===== config.mk =====
export PLATFORM = sky130hd
export DESIGN_NAME = run_controller
export DESIGN_NICKNAME = d
export VERILOG_FILES = /design/src/rtl/run_controller.sv
export SDC_FILE = /design/constraint.sdc
export NUM_CORES = 1
export LEC_CHECK = 0
export BUFFER_PORTS_ARGS = -buffer_cell sky130_fd_sc_hd__buf_2
export CAP_MARGIN = 20
export CORE_MARGIN = 2
export CORE_UTILIZATION = 53
export DETAILED_ROUTE_END_ITERATION = 6
export PLACE_DENSITY_LB_ADDON = 0.25
export SETUP_SLACK_MARGIN = 0.4
export SLEW_MARGIN = 20
export SYNTH_ARGS = -nofsm -noshare
export SYNTH_HDL_FRONTEND = slang
export SYNTH_SLANG_ARGS = --single-unit

===== constraint.sdc =====
create_clock -name clk -period 2.55 [get_ports clk]
set_clock_uncertainty 0.15 [all_clocks]
set_input_delay 0.3825 -clock clk [delete_from_list [all_inputs] [get_ports clk]]
set_output_delay 0.3825 -clock clk [all_outputs]
set_load 0.005 [all_outputs]

===== src/rtl/run_controller.sv =====
// run_controller: owns execution of the accumulator CPU.
// It clears the CPU, runs it either freely or one instruction per step
// request, and stops when the HLT opcode is presented. It then reports the
// executed-cycle count, followed by the first DUMP_WORDS data-memory words,
// over a byte-wide valid/ready transmit handshake.
//
// Output timing:
//   - All outputs are Moore-style decodes of the state and of registered
//     data, except cpu_en and cpu_reset.
//   - cpu_en also depends on opcode, so a HLT is never executed.
//   - cpu_reset also follows reset directly.
//   - tx_valid never depends on tx_ready.
//
// Dump read timing:
//   - dm_addr is a register that holds the word index, and dm_sel is high
//     in DUMP_RD.
//   - The memory word for that index is captured on the clock edge that
//     leaves DUMP_RD. Data is then served from that register while the two
//     bytes are sent.
//   - Only DATA_LENGTH == 16 is meaningful: every word is sent as exactly
//     two bytes.

module run_controller #(
  parameter int ADDR_LENGTH   = 11,
  parameter int DATA_LENGTH   = 16,
  parameter int OPCODE_LENGTH = 5,
  parameter int HLT_OPCODE    = 0,
  parameter int DUMP_WORDS    = 8
) (
  input  logic                     clk,
  input  logic                     reset,
  input  logic                     start,
  input  logic                     step,
  input  logic                     step_mode,
  input  logic [OPCODE_LENGTH-1:0] opcode,
  input  logic [DATA_LENGTH-1:0]   data_from_dm,
  input  logic                     tx_ready,
  output logic                     cpu_en,
  output logic                     cpu_reset,
  output logic                     dm_sel,
  output logic [ADDR_LENGTH-1:0]   dm_addr,
  output logic [7:0]               tx_data,
  output logic                     tx_valid,
  output logic                     halted,
  output logic [15:0]              cycle_count
);

  // ---------------------------------------------------------------------
  // State encoding
  // ---------------------------------------------------------------------
  localparam logic [3:0] IDLE      = 4'd0;
  localparam logic [3:0] CLEAR     = 4'd1;
  localparam logic [3:0] RUN       = 4'd2;
  localparam logic [3:0] PAUSE     = 4'd3;
  localparam logic [3:0] STEP      = 4'd4;
  localparam logic [3:0] TX_CNT_LO = 4'd5;
  localparam logic [3:0] TX_CNT_HI = 4'd6;
  localparam logic [3:0] DUMP_RD   = 4'd7;
  localparam logic [3:0] DUMP_LO   = 4'd8;
  localparam logic [3:0] DUMP_HI   = 4'd9;
  localparam logic [3:0] DONE      = 4'd10;

  localparam logic [OPCODE_LENGTH-1:0] HLT_OP   = OPCODE_LENGTH'(HLT_OPCODE);
  localparam logic [ADDR_LENGTH-1:0]   LAST_IDX = ADDR_LENGTH'(DUMP_WORDS - 1);
  localparam logic [15:0]              CNT_MAX  = 16'hFFFF;

  // ---------------------------------------------------------------------
  // Registers and internal decodes
  // ---------------------------------------------------------------------
  logic [3:0]             state;
  logic [3:0]             state_nxt;
  logic [ADDR_LENGTH-1:0] word_idx;
  logic [DATA_LENGTH-1:0] dump_word;

  logic is_hlt;
  logic last_word;
  logic byte_taken;
  logic in_dump;
  logic in_tx;

  assign is_hlt    = (opcode == HLT_OP);
  assign last_word = (word_idx == LAST_IDX);

  // A byte leaves this block only on a cycle with both valid and ready.
  assign byte_taken = tx_valid && tx_ready;

  assign in_dump = (state == DUMP_RD) || (state == DUMP_LO) ||
                   (state == DUMP_HI);

  assign in_tx   = (state == TX_CNT_LO) || (state == TX_CNT_HI) ||
                   (state == DUMP_LO)   || (state == DUMP_HI);

  // ---------------------------------------------------------------------
  // Next-state logic
  // ---------------------------------------------------------------------
  // Sequencing decisions. Each request is only honoured in the states that
  // sample it: start in IDLE/DONE, step in PAUSE, step_mode in CLEAR.
  always_comb begin
    // NOTE: a default assignment at the top of every combinational block
    // keeps every path assigned, so no latch can be inferred.
    state_nxt = state;

    case (state)
      IDLE, DONE: begin
        if (start) state_nxt = CLEAR;
      end

      CLEAR: begin
        state_nxt = step_mode ? PAUSE : RUN;
      end

      RUN: begin
        if (is_hlt) state_nxt = TX_CNT_LO;
      end

      // A halt takes priority over a pending step request.
      PAUSE: begin
        if (is_hlt)    state_nxt = TX_CNT_LO;
        else if (step) state_nxt = STEP;
      end

      // Always returns to PAUSE. A held step therefore costs one PAUSE
      // cycle per executed instruction.
      STEP: begin
        state_nxt = PAUSE;
      end

      TX_CNT_LO: begin
        if (tx_ready) state_nxt = TX_CNT_HI;
      end

      TX_CNT_HI: begin
        if (tx_ready) state_nxt = DUMP_RD;
      end

      DUMP_RD: begin
        state_nxt = DUMP_LO;
      end

      DUMP_LO: begin
        if (tx_ready) state_nxt = DUMP_HI;
      end

      DUMP_HI: begin
        if (tx_ready) state_nxt = last_word ? DONE : DUMP_RD;
      end

      default: begin
        state_nxt = IDLE;
      end
    endcase
  end

  // ---------------------------------------------------------------------
  // Sequential state
  // ---------------------------------------------------------------------
  // State register with synchronous reset.
  always_ff @(posedge clk) begin
    // NOTE: sequential state uses non-blocking assignments so every
    // register samples pre-edge values, independent of statement order.
    if (reset) state <= IDLE;
    else       state <= state_nxt;
  end

  // Executed-cycle counter: cleared on entry to CLEAR, saturating at
  // 0xFFFF.
  always_ff @(posedge clk) begin
    if (reset) begin
      cycle_count <= '0;
    end else if ((state_nxt == CLEAR) && (state != CLEAR)) begin
      cycle_count <= '0;
    end else if (cpu_en && (cycle_count != CNT_MAX)) begin
      cycle_count <= cycle_count + 16'd1;
    end
  end

  // Dump word index: rewinds once the count bytes are sent, and advances
  // after each high byte is accepted.
  always_ff @(posedge clk) begin
    if (reset) begin
      word_idx <= '0;
    end else if ((state == TX_CNT_HI) && tx_ready) begin
      word_idx <= '0;
    end else if ((state == DUMP_HI) && tx_ready && !last_word) begin
      word_idx <= word_idx + ADDR_LENGTH'(1);
    end
  end

  // Capture the addressed memory word when leaving DUMP_RD. It is held
  // stable for both bytes, even under backpressure.
  always_ff @(posedge clk) begin
    if (reset)                  dump_word <= '0;
    else if (state == DUMP_RD)  dump_word <= data_from_dm;
  end

  // ---------------------------------------------------------------------
  // Outputs
  // ---------------------------------------------------------------------
  // cpu_en is combinational on opcode: a HLT in RUN is never executed.
  assign cpu_en    = ((state == RUN) && !is_hlt) || (state == STEP);
  assign cpu_reset = reset || (state == CLEAR);
  assign dm_sel    = in_dump;
  assign dm_addr   = word_idx;
  assign tx_valid  = in_tx;
  assign halted    = (state == DONE);

  // Byte selection for the transmitter. The result is zero outside the
  // transmit states.
  always_comb begin
    tx_data = 8'h00;

    case (state)
      TX_CNT_LO: tx_data = cycle_count[7:0];
      TX_CNT_HI: tx_data = cycle_count[15:8];
      DUMP_LO:   tx_data = dump_word[7:0];
      DUMP_HI:   tx_data = dump_word[15:8];
      default:   tx_data = 8'h00;
    endcase
  end

endmodule


==> metrics, run 1 <==
crit path kind=flip-flop to primary output; Critical Path RT=2.02 ns; Yosys reg bits=47; Net count, final=426; CORE AREA=4690 sq um; peak supply drop=400 uV; met2 Usage GRT=0.376; chip height=73.8 um; Worst Path Max Fanout=9; Cells after Synth=326; Area Overhead vs Synth=25.9%; layout cells sized above 1=0.294; cts hold-fix bufs=0; Non-Filler Instances=452; mapped cell area=2580 sq um; outcome=finished clean; Syn Nets=355; initial cell density of the core=0.550; vias=2621; Worst Setup End Kind=primary output; H-tree depth=2; CTS tree=built; Netlist cell types=42; Worst R2R Path Depth=6; Setup TNS=0 ns; setup ws final=0.437 ns; placed wire-length estimate=4.62 mm; number of max-cap violations=0; minimum clock period=2.11 ns; Arr. time, crit path=1.58 ns; DRT Wirelength=6.66 mm; RSZ-0062 raised after global routing=true; fmax=473 MHz; final count of negative-setup-slack endpoints=0; ANT nets after route=0; later-pin clock latency in the skew report=0.30 ns; largest net degree at the start of global routing=21; Placed Cells=435; total die area=5440 sq um; Hold Path Stages=3; Initial DRT Pass Iterations=4; initial antenna violation count=0; Port Buf Inserts=66; LEAKAGE=1.28 nW; Slew HR=0.624; GRT Residual Overflow=0; CP startpoint kind=flip-flop; Die W=73.8 um; Avg Inst Size Synth=7.91 sq um; global-route wire length before repair=10.5 mm; worst hold-check path type=input port to flip-flop; Ports=67; clock sinks=47; DP Worst Slack=0.479 ns; GRT busiest layer=met2; number of CTS-inserted buffers=5; sequential element share of the synthesized area=0.365; GRT Total Usage=0.247; met3 Use GR=0.0398; vias in the first global route=2230; drc violations=0; EDFF count, synth=0; Rows=25; YS warnings=0; clock tree buffer depth=2; crit share post-route=0.828; Reg clk slew, reported paths=0.09 ns; fraction of registers with async set or reset after synthesis=0; RePlAce Congestion=0.897; GRT met1 Usage=0.356; max-slew violations=0; Final Core Density=0.692; Initial DRC Count=244; # diodes=0; Synth Flop Type=dfxtp_1; Worst-Margin Slew=0.559 ns; PwrDens=539 nW/um^2; post-DR vias/cell=5.80; final hold viol count=0; routed length per placed instance=14.7 um; Root Driver=clkbuf_8
-- stage by stage --
stage | power, mW | hold WS [ns] | instance area, sq um
2_1_floorplan | 1.00 | 0.286 | 2580
3_3_place_gp | 1.08 | 0.292 | 2970
3_5_place_dp | 1.08 | 0.297 | 2970
4_1_cts | 1.67 | 0.157 | 3120
5_1_grt | 1.82 | 0.166 | 3250
6_report | 1.75 | 0.164 | 3250
-- logic make-up after synthesis --
group	count (synthesis)	share of synthesized area
xor+xnor	23	0.0781
compound gates	69	0.186
mux	9	0.0349
simple gates	145	0.276
fa+ha+maj	2	0.00970
flops	47	0.365
buf+inv	31	0.0500
-- path summary, 6_finish.rpt --
| path | startpoint | to | slack, ns |
|---|---|---|---|
| max reg2reg | state[2] | cycle_count[13] | 0.49 |
| max | state[0] | tx_data[4] | 0.44 |
| min reg2reg | dump_word[3] | dump_word[3] | 0.31 |
| min | data_from_dm[7] | dump_word[7] | 0.16 |
-- sequential cells by signal (all words and copies together), names as in the netlist --
register,cells
dump_word,16
state,4
cycle_count,16
dm_addr,11
-- area by class of cell --
type                    instances  area, sq um
multi-input cells             248         1560
fillers                       393         1450
flip-flops and latches         47          953
repair buffers                 88          523
clock buffers                   6         82.6
well taps                      54         67.6
clock inverters                 2         35.0
inverters                       7         28.8
-- power breakdown --
part | internal [mW] | switching [mW]
clock network | 0.317 | 0.252
logic | 0.201 | 0.204
registers | 0.749 | 0.0270
total | 1.27 | 0.483
-- placed cells by master, fill, tap and decap left out, drive strengths merged, types with 2 or more instances in the layout --
| cell | Yosys | routed |
|---|---|---|
| a211oi | 7 | 7 |
| a21oi | 21 | 21 |
| a22oi | 8 | 8 |
| a311oi | 3 | 3 |
| a31o | 3 | 3 |
| a31oi | 5 | 5 |
| a41o | 2 | 2 |
| and2 | 2 | 2 |
| and3 | 8 | 8 |
| buf | 5 | 88 |
| clkbuf | 19 | 6 |
| dfxtp | 47 | 47 |
| ha | 2 | 2 |
| inv | 7 | 7 |
| mux2i | 9 | 9 |
| nand2 | 45 | 45 |
| nand2b | 8 | 8 |
| nand3 | 18 | 18 |
| nand3b | 3 | 3 |
| nand4 | 2 | 2 |
| nor2 | 38 | 38 |
| nor2b | 6 | 6 |
| nor3 | 6 | 6 |
| nor4 | 8 | 8 |
| o21a | 2 | 2 |
| o21ai | 3 | 3 |
| o22ai | 9 | 9 |
| xnor2 | 17 | 17 |
| xor2 | 6 | 6 |
-- critical path, cell delays in order, from the launching register on --
cell,delay [ns]
dfxtp_4,0.38
buf_4,0.17
nor2b_4,0.12
buf_4,0.15
a22oi_1,0.08
o22ai_1,0.22
buf_2,0.15
-- synthesized netlist by cell type (2+ instances only) --
cell | number | share of area
clkbuf_1 | 19 | 0.028
mux2i_1 | 9 | 0.035
nor4_4 | 2 | 0.016
buf_1 | 2 | 0.0029
and3_1 | 8 | 0.019
inv_1 | 7 | 0.010
a22oi_1 | 8 | 0.023
a41o_1 | 2 | 0.0078
a31oi_1 | 5 | 0.012
nand2_1 | 45 | 0.066
o21ai_0 | 3 | 0.0058
a31o_2 | 3 | 0.010
nand3_1 | 18 | 0.035
xor2_1 | 6 | 0.020
nor4_1 | 6 | 0.015
a211oi_1 | 6 | 0.017
nor3_1 | 6 | 0.012
nand2b_1 | 8 | 0.019
nor2_1 | 38 | 0.055
a21oi_1 | 21 | 0.041
dfxtp_1 | 47 | 0.36
o21a_1 | 2 | 0.0058
nor2b_1 | 6 | 0.015
xnor2_1 | 17 | 0.058
a311oi_1 | 2 | 0.0068
nand3b_1 | 3 | 0.0087
and2_1 | 2 | 0.0049
o22ai_1 | 9 | 0.022
ha_1 | 2 | 0.0097
nand4_1 | 2 | 0.0049
-- metal layers --
metal,up-vias,wire length [um]
li1,1290,-
met1,1223,3030
met5,-,0
met3,7,470
met4,0,85
met2,101,3080
-- what timing repair did --
action	4_1_cts	5_1_grt
pin swaps	1	5
gates resized for setup	12	18
setup buffers	1	7
gates cloned	0	1
setup endpoints to repair	11	15
No activity file was read; power rests on OpenSTA's default activity.
==> run 2: changes to the inputs <==
CORE_UTILIZATION = 48   (was 53)
clock period = 1.9 ns   (was 2.55 ns; I/O delays follow)
==> run 2 against run 1 <==
- the flow now finishes with violations (setup timing)
- total power grew 54%
- non-clock buffer count grew 54
- register-to-register slack lost 0.62 ns
- sequential power grew 33%
- sequential cell count is the same
- utilization grew 13 points
- sequential share of layout area shrank 6.8 points
- clock power grew 16%
- critical path type unchanged
==> metrics, run 2 (synthesized netlist as in run 1, its figures left out) <==
outcome=finished, violations left; failing checks=setup timing; PwrDens=637 nW/um^2; Port Buf Inserts=66; met2 Usage GRT=0.474; Fin Hold WS=0.0544 ns; Net count, final=481; clock tree buffer depth=2; peak supply drop=675 uV; Placed Cells=479; vias in the first global route=2850; largest net degree at the start of global routing=22; fmax=470 MHz; GRT Residual Overflow=0; CTS tree=built; number of CTS-inserted buffers=5; Crit path top cell by count=buf_6; Multi-input gate area=1990 sq um; worst hold-check path type=input port to flip-flop; Initial DRT Pass Iterations=5; CP cell instances=buf_6, buf_6, nor2b_4, buf_6, a22oi_2, o22ai_1, buf_2; GRT busiest layer=met2; minimum clock period=2.13 ns; Total Power=2.69 mW; crit path kind=flip-flop to primary output; chip height=77.3 um; RSZ-0062 raised after global routing=true; post-route cell area=4230 sq um; LEAKAGE=1.72 nW; total die area=5970 sq um; global-route wire length before repair=13.6 mm; routed length per placed instance=19.6 um; clock sinks=47; H-tree depth=2; final count of negative-setup-slack endpoints=22; initial antenna violation count=0; vias=3209; drc violations=0; fillers=300; Reg clk slew, reported paths=0.09 ns; Slew HR=0.694; Worst-Margin Slew=0.459 ns; DP Worst Slack=-0.0270 ns; Rows=26; GRT met1 Usage=0.365; number of max-cap violations=0; RePlAce Congestion=0.929; Final Core Density=0.823; setup ws final=-0.227 ns; Area Overhead vs Synth=64.0%; GRT Total Usage=0.282; final hold viol count=0; initial cell density of the core=0.502; post-DR vias/cell=6.14; Crit path largest cell delay=0.35 ns; cts hold-fix bufs=0; layout cells sized above 1=0.501; later-pin clock latency in the skew report=0.31 ns; Die W=77.3 um; placed wire-length estimate=5.17 mm; max-slew violations=0; Worst Setup End Kind=primary output; # diodes=0; flip-flop and latch area=956 sq um; Arr. time, crit path=1.69 ns; commonest non-fill, non-tap cells in the layout=buf_2 (65), buf_4 (50), nand2_1 (39), dfxtp_1 (39), nor2_1 (32); CP max stage cell=dfxtp_2; Worst Path Max Fanout=7; ANT nets after route=0; CP startpoint kind=flip-flop; Setup TNS=-2.03 ns; Critical Path RT=1.46 ns; CORE AREA=5140 sq um; crit share post-route=1.12; met3 Use GR=0.0435; dpl cell area=3270 sq um; DRT Wirelength=10.3 mm; Ports=67; Non-Filler Instances=523; Initial DRC Count=209; most common cell after layout, fill and taps aside=buf_2; Root Driver=clkbuf_8
[run 2: changes by cell type in the layout (fill, tap and decap cells not counted), moves of 5 or more]
cell,previous run,this run
a211oi_1,6,1
a22oi_1,7,2
a22oi_2,1,6
buf_4,18,50
buf_6,2,20
dfxtp_2,1,6
nand2_1,45,39
nand2_2,0,5
nor2_1,37,32
nor2_4,0,5
nor4_4,2,7
[run 2: layer usage]
| layer | routed length [um] | vias to the layer above |
|---|---|---|
| met5 | 0 | - |
| met4 | 497 | 0 |
| met3 | 794 | 57 |
| met2 | 4950 | 233 |
| met1 | 4030 | 1512 |
| li1 | - | 1407 |
[run 2: worst paths after layout]
kind | start | slack, ns | to | cells past startpoint
max reg2reg | state[1] | -0.13 | cycle_count[13] | 6
min reg2reg | dump_word[13] | 0.31 | dump_word[13] | 2
max | state[1] | -0.23 | tx_data[6] | 7
min | data_from_dm[2] | 0.05 | dump_word[2] | 3
[run 2: layout make-up]
| class | instances | area share |
|---|---|---|
| clock buffer | 7 | 0.0204 |
| clock inverter | 1 | 0.00207 |
| sequential | 47 | 0.226 |
| multi-input combinational | 249 | 0.471 |
| tap | 70 | 0.0207 |
| timing repair buffer | 142 | 0.252 |
| inverter | 7 | 0.00799 |
[run 2: worst max-delay path, delay by kind of cell (launching register included)]
family	cells	cell delay [ns]
compound gates	2	0.33
buf+inv	4	0.56
flops	1	0.35
simple gates	1	0.13
[run 2: power breakdown]
| group | total [mW] | internal, mW | switching, mW |
|---|---|---|---|
| clock | 0.661 | 0.299 | 0.362 |
| combinational | 1.00 | 0.525 | 0.477 |
| sequential | 1.03 | 1.00 | 0.0275 |
| total | 2.69 | 1.83 | 0.867 |
[run 2: repair_timing]
action	CTS	global route
endpoints found under the hold margin	0	0
gates cloned	1	1
pin swaps	30	30
endpoints found under the setup margin	60	56
setup buffers	22	12
gates resized for setup	79	41
==> run 3: changes to the inputs <==
SKIP_LAST_GASP = 1   (was not set)
==> run 3 against run 2 <==
- the flow still finishes with violations (setup timing)
- maximum frequency is 0.93% lower
- critical path type unchanged
- total power is 0.17% lower
- via count is 1.1% lower
- first-iteration DRC count is 21% higher
- register-to-register slack hardly changed
- sequential share of layout area hardly changed
==> metrics, run 3 (synthesized netlist as in run 1, its figures left out) <==
outcome=finished, violations left; failing checks=setup timing; Worst path top cell family by delay=buffers and inverters; Net count, final=481; later-pin clock latency in the skew report=0.31 ns; Critical Path RT=1.46 ns; RSZ-0062 raised after global routing=true; layout cells sized above 1=0.492; H-tree depth=2; setup ws final=-0.247 ns; number of max-cap violations=0; GRT Total Usage=0.282; Ports=67; Initial DRC Count=252; crit share post-route=1.13; minimum clock period=2.15 ns; routed length per placed instance=19.5 um; RePlAce Congestion=0.929; crit path kind=flip-flop to primary output; most common cell after layout, fill and taps aside=buf_2; Area Overhead vs Synth=63.5%; Worst-Margin Slew=0.452 ns; final hold viol count=0; fillers=310; Final Core Density=0.820; CORE AREA=5140 sq um; chip height=77.3 um; Worst Setup End Kind=primary output; Total Power=2.69 mW; Crit path top cell by count=buf_6; number of buffers and inverters on the critical path=4; DRT Wirelength=10.2 mm; final count of negative-setup-slack endpoints=24; global-route wire length before repair=13.5 mm; clock sinks=47; placed wire-length estimate=5.17 mm; Root Driver=clkbuf_8; fmax=466 MHz; Rows=26; commonest non-fill, non-tap cells in the layout=buf_2 (65), buf_4 (51), nand2_1 (42); Fin Hold WS=0.0497 ns; largest net degree at the start of global routing=22; worst hold-check path type=input port to flip-flop; Die W=77.3 um; total die area=5970 sq um; initial antenna violation count=0; Comb pwr share=0.372; Placed Cells=479; Initial DRT Pass Iterations=5; Crit path largest cell delay=0.35 ns; peak supply drop=680 uV; Arr. time, crit path=1.71 ns; Seq pwr share=0.383; number of CTS-inserted buffers=5; vias=3175; clock power share=0.245; # diodes=0; PwrDens=638 nW/um^2; Setup TNS=-1.90 ns; CTS tree=built; Slew HR=0.699; GRT Residual Overflow=0; max-slew violations=0; CP max stage cell=dfxtp_2; Port Buf Inserts=66; CP cell instances=buf_6, buf_6, nor2b_4, buf_6, a22oi_2, o22ai_1, buf_2; Switching Power=0.863 mW; post-DR vias/cell=6.07; LEAKAGE=1.72 nW; drc violations=0; ANT nets after route=0; CP startpoint kind=flip-flop; Non-Filler Instances=523; Sw Ratio=0.321; vias in the first global route=2844; Worst Path Max Fanout=7; clock tree buffer depth=2; cts hold-fix bufs=0; Reg clk slew, reported paths=0.09 ns; Internal=1.83 mW; initial cell density of the core=0.502
-- run 3: cell types whose count changed in the layout (fill, tap and decap cells not counted) --
cell     previous run  this run
dfxtp_2             6         5
buf_4              50        51
nand2_1            39        42
nand2_2             5         2
buf_6              20        19
dfxtp_1            39        40
-- run 3: layout make-up --
cell class,count,area (sq um),area share
well taps,70,87.6,0.0208
clock inverters,1,8.76,0.00208
repair buffers,142,1060,0.252
multi-input cells,249,1980,0.470
inverters,7,33.8,0.00801
flip-flops and latches,47,955,0.226
clock buffers,7,86.3,0.0205
-- run 3: worst paths after layout --
| check | from | end | slack, ns | cells after the start |
|---|---|---|---|---|
| worst max-delay path | state[1] | tx_data[6] | -0.25 | 7 |
| worst min-delay path | data_from_dm[0] | dump_word[0] | 0.05 | 3 |
| worst max register to register | state[1] | cycle_count[11] | -0.13 | 6 |
| worst min register to register | dump_word[0] | dump_word[0] | 0.31 | 2 |
-- run 3: metal layers --
layer  global-route usage  part of all wire  up-vias
met2                0.473              0.49      227
met5                    0                 0        -
met3               0.0435             0.079       41
met4                0.104             0.035        0
li1                     -                 -     1404
met1                0.365              0.40     1503
-- run 3: metrics by stage --
step	setup WS, ns	area [sq um]
finish	-0.247	4220
global route	-0.223	4220
CTS	-0.0557	3920
detailed placement	-0.0270	3270
global placement	0.00176	3270
floorplan	0.0531	2700
-- run 3: worst reg2reg max path, delay by kind of cell, from the launching register on --
family | cells | cell delay [ns]
simple gates | 1 | 0.14
compound gates | 4 | 1.12
buf+inv | 1 | 0.17
flops | 1 | 0.35
-- run 3: power groups by stage --
| stage | clock [mW] | combinational [mW] | sequential (mW) |
|---|---|---|---|
| finish | 0.658 | 1.00 | 1.03 |
| global route | 0.698 | 1.04 | 1.03 |
| CTS | 0.650 | 0.784 | 1.03 |
| detailed placement | 0 | 0.499 | 1.04 |
| global placement | 0 | 0.490 | 1.04 |
| floorplan | 0 | 0.334 | 1.04 |
-- run 3: timing repair --
| item | CTS | global route |
|---|---|---|
| buffers inserted | 22 | 12 |
| resized for setup | 78 | 37 |
| cloned | 1 | 1 |
| setup endpoints to repair | 60 | 56 |
| pin swaps | 30 | 25 |
